==> config.mk <==
export PLATFORM = sky130hd
export DESIGN_NAME = sync_fifo_flags
export DESIGN_NICKNAME = d
export VERILOG_FILES = /design/src/rtl/sync_fifo_flags.sv
export SDC_FILE = /design/constraint.sdc
export NUM_CORES = 1
export LEC_CHECK = 0
export CELL_PAD_IN_SITES_DETAIL_PLACEMENT = 1
export CELL_PAD_IN_SITES_GLOBAL_PLACEMENT = 1
export CORE_ASPECT_RATIO = 0.5
export CORE_UTILIZATION = 50
export DETAILED_ROUTE_END_ITERATION = 12
export HOLD_SLACK_MARGIN = 0.05
export PLACE_DENSITY_LB_ADDON = 0.1
export SYNTH_ARGS = -nofsm -noshare
export SYNTH_HDL_FRONTEND = slang
export SYNTH_SLANG_ARGS = --single-unit
==> constraint.sdc <==
create_clock -name clk -period 5.1 [get_ports clk]
set_input_delay 0.51 -clock clk [delete_from_list [all_inputs] [get_ports clk]]
set_output_delay 0.51 -clock clk [all_outputs]
set_load 0.02 [all_outputs]
==> src/rtl/sync_fifo_flags.sv <==
// Single-clock FIFO of any depth, with threshold flags, occupancy count, sticky error flags, flush, and optional FWFT read.
// Latency: one cycle in standard mode; in FWFT mode the head word shows on dout the cycle after it is written. wr_en is refused when full unless rd_en frees a slot in the same cycle.
module sync_fifo_flags #(
    parameter int DATA_WIDTH = 8,
    parameter int DEPTH      = 16,
    parameter int AF_THRESH  = 14,
    parameter int AE_THRESH  = 2,
    parameter int FWFT       = 0
) (
    input  logic                         clk,
    input  logic                         rst_,
    input  logic                         flush,
    input  logic                         wr_en,
    input  logic [DATA_WIDTH-1:0]        din,
    input  logic                         rd_en,
    output logic [DATA_WIDTH-1:0]        dout,
    output logic                         full,
    output logic                         empty,
    output logic                         almost_full,
    output logic                         almost_empty,
    output logic [$clog2(DEPTH+1)-1:0]   count,
    output logic                         overflow,
    output logic                         underflow
);

    localparam int CW = $clog2(DEPTH + 1);
    localparam int PW = (DEPTH > 1) ? $clog2(DEPTH) : 1;

    logic [DATA_WIDTH-1:0] mem [DEPTH];
    logic [PW-1:0]         wr_ptr;
    logic [PW-1:0]         rd_ptr;
    logic [CW-1:0]         count_nxt;
    logic                  wr_acc;
    logic                  rd_acc;

    // Non-power-of-2 depths need an explicit wrap rather than natural rollover.
    function automatic logic [PW-1:0] ptr_inc(input logic [PW-1:0] p);
        return (p == PW'(DEPTH - 1)) ? '0 : p + PW'(1);
    endfunction

    assign full         = (count == CW'(DEPTH));
    assign empty        = (count == '0);
    assign almost_full  = (count >= CW'(AF_THRESH));
    assign almost_empty = (count <= CW'(AE_THRESH));

    assign wr_acc = wr_en & (~full | rd_en) & ~flush;
    assign rd_acc = rd_en & ~empty & ~flush;

    always_comb begin
        count_nxt = count;
        if (wr_acc && !rd_acc)
            count_nxt = count + CW'(1);
        else if (rd_acc && !wr_acc)
            count_nxt = count - CW'(1);
    end

    always_ff @(posedge clk or negedge rst_) begin
        if (!rst_) begin
            wr_ptr    <= '0;
            rd_ptr    <= '0;
            count     <= '0;
            overflow  <= 1'b0;
            underflow <= 1'b0;
        end else if (flush) begin
            wr_ptr    <= '0;
            rd_ptr    <= '0;
            count     <= '0;
            overflow  <= 1'b0;
            underflow <= 1'b0;
        end else begin
            if (wr_acc)
                wr_ptr <= ptr_inc(wr_ptr);
            if (rd_acc)
                rd_ptr <= ptr_inc(rd_ptr);
            count <= count_nxt;
            if (wr_en && full && !rd_en)
                overflow <= 1'b1;
            if (rd_en && empty)
                underflow <= 1'b1;
        end
    end

    // Storage is left unreset; the pointers and count alone define validity.
    always_ff @(posedge clk) begin
        if (wr_acc)
            mem[wr_ptr] <= din;
    end

    generate
        if (FWFT != 0) begin : g_fwft
            assign dout = empty ? '0 : mem[rd_ptr];
        end else begin : g_std
            logic [DATA_WIDTH-1:0] dout_q;
            always_ff @(posedge clk or negedge rst_) begin
                if (!rst_)
                    dout_q <= '0;
                else if (rd_acc)
                    dout_q <= mem[rd_ptr];
            end
            assign dout = dout_q;
        end
    endgenerate

endmodule

==> After elaboration in Yosys (flattened, before gate mapping) <==
Memory sizes are Yosys's and may differ from the RTL's. A register that Yosys moved wholly into a read port is not among the register bits.
Cells that the tools add are included.
{ "word_totals": {"reg_bits": 15, "ram_bits": 128, "input_bits": 13, "word_cells": 53, "mem_count": 1} }
{ "memory_table": {"columns": ["memory", "words", "width", "rd", "rd_clocked_by_memory_dff", "wr", "line_no", "text"], "rows": [
  ["mem", 16, 8, 1, 1, 1, "29", "logic [DATA_WIDTH-1:0] mem [DEPTH];"]
]} }
{ "classes": {"add_sub_neg": 4, "order_cmp": 2, "eq_ne": 3, "muxes": 15, "bitwise_logic": 8, "reduce_logical": 15} }
{ "op_table": {"columns": ["cell", "n"], "rows": [
  ["$mux W4", 6],
  ["$mux W5", 3],
  ["$add A4 B1 Y4 const B", 2],
  ["$eq A4 B4 Y1 const B", 2],
  ["$reduce_bool A2 Y1", 4],
  ["$mux W1", 6],
  ["$add A5 B1 Y5 const B", 1],
  ["$eq A5 B5 Y1 const B", 1],
  ["$ge A5 B4 Y1 const B", 1],
  ["$le A5 B2 Y1 const B", 1],
  ["$logic_and A1 B1 Y1", 5],
  ["$logic_not A5 Y1", 1],
  ["$sub A5 B1 Y5 const B", 1],
  ["$and A1 B1 Y1", 4],
  ["$logic_not A1 Y1", 4],
  ["$not A1 Y1", 3],
  ["$reduce_bool A3 Y1", 1],
  ["$or A1 B1 Y1", 1]
]} }

==> Logic depth before layout (Yosys ltp) <==
{ "depth": {"depth_word": 10, "ltp_mapped": 9, "mapped_depth_nobuf": 7} }

==> Worst setup path after synthesis <==
No wires, ideal clock.
{ "synth_timing": {"path_type": "flip-flop to flip-flop", "from": "register count[1]", "to": "register count[4]", "setup_ps": 134, "arrival_time_ps": 2670, "required_time_ps": 4966, "slack_ps": 2296, "path_stages_with_launch": 9, "path_cell_list": "dfrtp_1 -> or4_4 -> buf_6 -> o2111ai_1 -> ha_1 -> a21oi_1 -> nand2_1 -> a311oi_1 -> a21oi_1"} }
{ "synth_between": {"elab_chain_cells": 8, "word_cells_on_any_way": 19, "cone_classes": "add/sub (2); eq/ne (1); mux (3); bitwise (7); reduce/logical (6)"} }
{ "synth_rtl": {"columns": ["element", "line_no", "text"], "rows": [
  ["start, declared", "21", "output logic [$clog2(DEPTH+1)-1:0] count,"],
  ["start signal, assigned", "75", "count <= count_nxt;"],
  ["$eq A5 B5 Y1 or $logic_not A5 Y1 (tied branches)", "41, 42", null],
  ["$not A1 Y1 (on tied branches)", "46, 47", null],
  ["$or A1 B1 Y1 or $and A1 B1 Y1 (tied branches)", "46, 47", null],
  ["$and A1 B1 Y1 (on tied branches)", "46, 47", null],
  ["$and A1 B1 Y1 or $logic_not A1 Y1 (tied branches)", "46, 51", null],
  ["$logic_and A1 B1 Y1 or $logic_not A1 Y1 (tied branches)", "51, 53", null],
  ["$mux W5 or $logic_and A1 B1 Y1 (tied branches)", "51, 53", null],
  ["$mux W5 or $reduce_bool A3 Y1 (tied branches)", null, null]
]} }
Several ways; a longest one is shown, not always the timed one. The select of a mux whose other input is x is not followed.
A chain may end at the register's enable or synchronous reset.

==> Worst setup path in the final report <==
Same ends and word-level chain as after synthesis.

==> flow_summary.json <==
{
  "setup_viol": 0,
  "r2r_cells": 7,
  "reg2reg_slack_ns": 2.05,
  "drc": 0,
  "worst-path-buf-inv": 0,
  "grt_pass1_wl_microns": 22800,
  "fmax_ghz": 0.328,
  "worstPathRequired_ns": 5.36,
  "cts.sinks": 151,
  "htreeDepth": 4,
  "gp_congestion": 0.841,
  "crit_type": "register to register",
  "ctsResizeCount": 0,
  "crit_top_cell": "a21oi_1",
  "ys_seq_elements": 151,
  "die_w_microns": 160,
  "rows": 28,
  "fin_setup_tns_ns": 0,
  "syn_area_sq_um": 6270,
  "vias": 3483,
  "cp_cell_sequence": "or4_4 > o2111ai_1 > ha_1 > a21oi_1 > nand2_1 > a311oi_1 > a21oi_1",
  "end_kind": "register",
  "hold_viol_final": 0,
  "ys_types": 49,
  "cp.arrival_ns": 3.30,
  "ys_seq_area_share_pct": 70.5,
  "numCtsBuffers": 17,
  "grt_use_total_pct": 25.2,
  "setup.worst_path.start_class": "register",
  "root_buffer": "clkbuf_16",
  "hold_class": "input port to asynchronous set/reset pin",
  "firstDrtPassIters": 4,
  "grt_max_degree": 36,
  "p_leak_nw": 2.38,
  "ys_warn_count": 0,
  "slowest_delay_ns": 0.71,
  "fin_crit_sh_pct": 59.7,
  "timing.final.crit_period_ns": 3.05,
  "clk_latency_ns": 0.42,
  "switchingPower_mw": 0.991,
  "r2r_start": "count[1]$_DFFE_PN0P_",
  "dr.first_iter.drc_count": 317,
  "worst-path-max-fanout": 13,
  "io_pins": 32,
  "wl_per_cell_microns": 26.8,
  "pwr-share-comb_pct": 21.9,
  "yosys-top-cells-area": "edfxtp_1 61%, mux4_2 11%, dfrtp_1 9.2%",
  "preCtsSetupSlack_ns": 1.55,
  "drive_gt1_share_pct": 20.5,
  "synth_edf_count": 128,
  "antenna_found_initial": 0,
  "syn_inst": 354,
  "cts.clk_slew.worst_paths_ns": 0.06,
  "fin_ws_ns": 2.05,
  "dpl.hpwl_microns": 9630,
  "pwr-share-seq_pct": 42.3,
  "via_per_inst": 6.16,
  "die_area_sq_um": 13000,
  "n_antenna_cell": 0,
  "numPortBuffers": 31,
  "syn_nets": 377,
  "nets": 410,
  "clock_skew_ns": 0.0102,
  "swShare_pct": 28.0,
  "vdd_drop_max_uv": 250,
  "areaGrowthSynthToFinish_pct": 16.7,
  "status": "finished, final reports clean",
  "power_density_nw_per_um2": 483,
  "critical_path.top_delay_family": "compound AO/OA/AOI/OAI gates",
  "p_int_mw": 2.54,
  "cts_tree": "done",
  "rsz0062_at_grt": "no",
  "initial_core_util_pct": 52.2,
  "worst_slew_pin_slew_ns": 1.24,
  "ant_nets": 0,
  "core_sq_um": 12000,
  "grt-ovfl-total": 0,
  "synth_top_area_share_pct": 61.3,
  "die_y_microns": 81.2,
  "post_cts_buffers": 0,
  "p_clk_share_pct": 35.7,
  "drt-total-wl_microns": 15100,
  "maxSlewViolCount": 0,
  "cap_violations": 0,
  "multi_input_area_sq_um": 1730,
  "crit_slowest_cell": "or4_4",
  "ff_latch_area_sq_um": 4420,
  "avgSynthCellArea_sq_um": 17.7,
  "cts_buffer_depth": 2,
  "slew_headroom_pct": 16.7,
  "cts_hold_buf": 0,
  "timing.rr.end": "count[4]$_DFFE_PN0P_",
  "grt_pass1_vias": 3548,
  "synth_largest_area_cell": "edfxtp_1",
  "synthFlopType": "edfxtp_1",
  "async_reset_ff_share_pct": 15.2,
  "n_fill_cell": 1042
}
power by group through the flow:
| stage | Sequential [mW] | Combinational, mW | Clock [mW] |
|---|---|---|---|
| 3_3_place_gp | 1.51 | 0.745 | 0 |
| 5_1_grt | 1.51 | 0.836 | 1.32 |
| 3_5_place_dp | 1.52 | 0.776 | 0 |
| 4_1_cts | 1.50 | 0.782 | 1.29 |
| 6_report | 1.50 | 0.775 | 1.26 |
| 2_1_floorplan | 1.54 | 0.464 | 0 |
worst max-delay path by stage:
stage,to,cells after the start,start
after global placement,mem[1][5]$_DFFE_PP_,5,flush
final,count[4]$_DFFE_PN0P_,7,count[1]$_DFFE_PN0P_
after detailed placement,mem[1][1]$_DFFE_PP_,5,flush
after floorplan,count[4]$_DFFE_PN0P_,8,count[1]$_DFFE_PN0P_
after CTS,mem[1][0]$_DFFE_PP_,5,flush
after global routing,mem[2][3]$_DFFE_PP_,5,flush
flip-flops by register name, summed over array words and instances (netlist names):
signal and count:
mem 128, dout 8, count 5, rd_ptr 4, wr_ptr 4, overflow 1, underflow 1
worst reg2reg max path, delay by kind of cell (launching register included):
kind            cells  cell delay (ns)
flops               1             0.50
compound gates      4             1.22
simple gates        2             0.81
fa+ha+maj           1             0.36
cells in the mapped netlist (all sizes together) (5+ instances only):
cell type	n
o22ai	16
mux2	8
nand3	6
nand2	11
clkbuf	9
dfrtp	23
edfxtp	128
mux4	32
ha	9
a21o	5
buf	12
inv	6
nor2	20
a21oi	22
kinds of logic after synthesis:
family	count (synthesis)	synth area share (%)
AO/OA/AOI/OAI	66	7.60
AND/OR/NAND/NOR	55	4.19
buffers and inverters	27	1.96
adder cells (fa/ha/maj)	10	2.11
flip-flops	151	70.5
multiplexers	42	13.2
XOR/XNOR	3	0.419
per-stage QoR:
step	std cells	cell area, sq um	util (%)	hold WS, ns	power, mW
5_1_grt	565	7320	60.9	0.485	3.66
3_5_place_dp	533	6720	55.9	0.498	2.30
3_3_place_gp	533	6720	55.9	0.485	2.26
6_report	565	7320	60.9	0.473	3.53
2_1_floorplan	354	6270	-	0.214	2.00
4_1_cts	565	7310	60.8	0.469	3.56
placed cells by master, fill, tap and decap left out, drive strengths merged, types with 5 or more instances in the layout:
cell	count
o22ai	16
nand3	6
a21o	5
clkinv	5
nand2	11
nor2	20
dfrtp	23
inv	6
clkdlybuf4s50	31
mux4	32
mux2	8
clkbuf	22
edfxtp	128
a21oi	22
ha	9
final cells by class:
cell class	count	share of cell area [%]
clock buffers	22	6.34
clock inverters	10	1.76
inverters	6	0.308
multi-input cells	176	23.7
flip-flops and latches	151	60.4
well taps	165	2.82
repair buffers	35	4.65
routing by layer:
metal	vias to the layer above	GRT usage, %	share of wire [%]
met1	1830	35.1	44
met5	-	0	0
met2	135	40.6	48
met3	28	4.65	5.9
li1	1490	-	-
met4	0	8.76	2.1
Power figures use the tool's default switching activity.
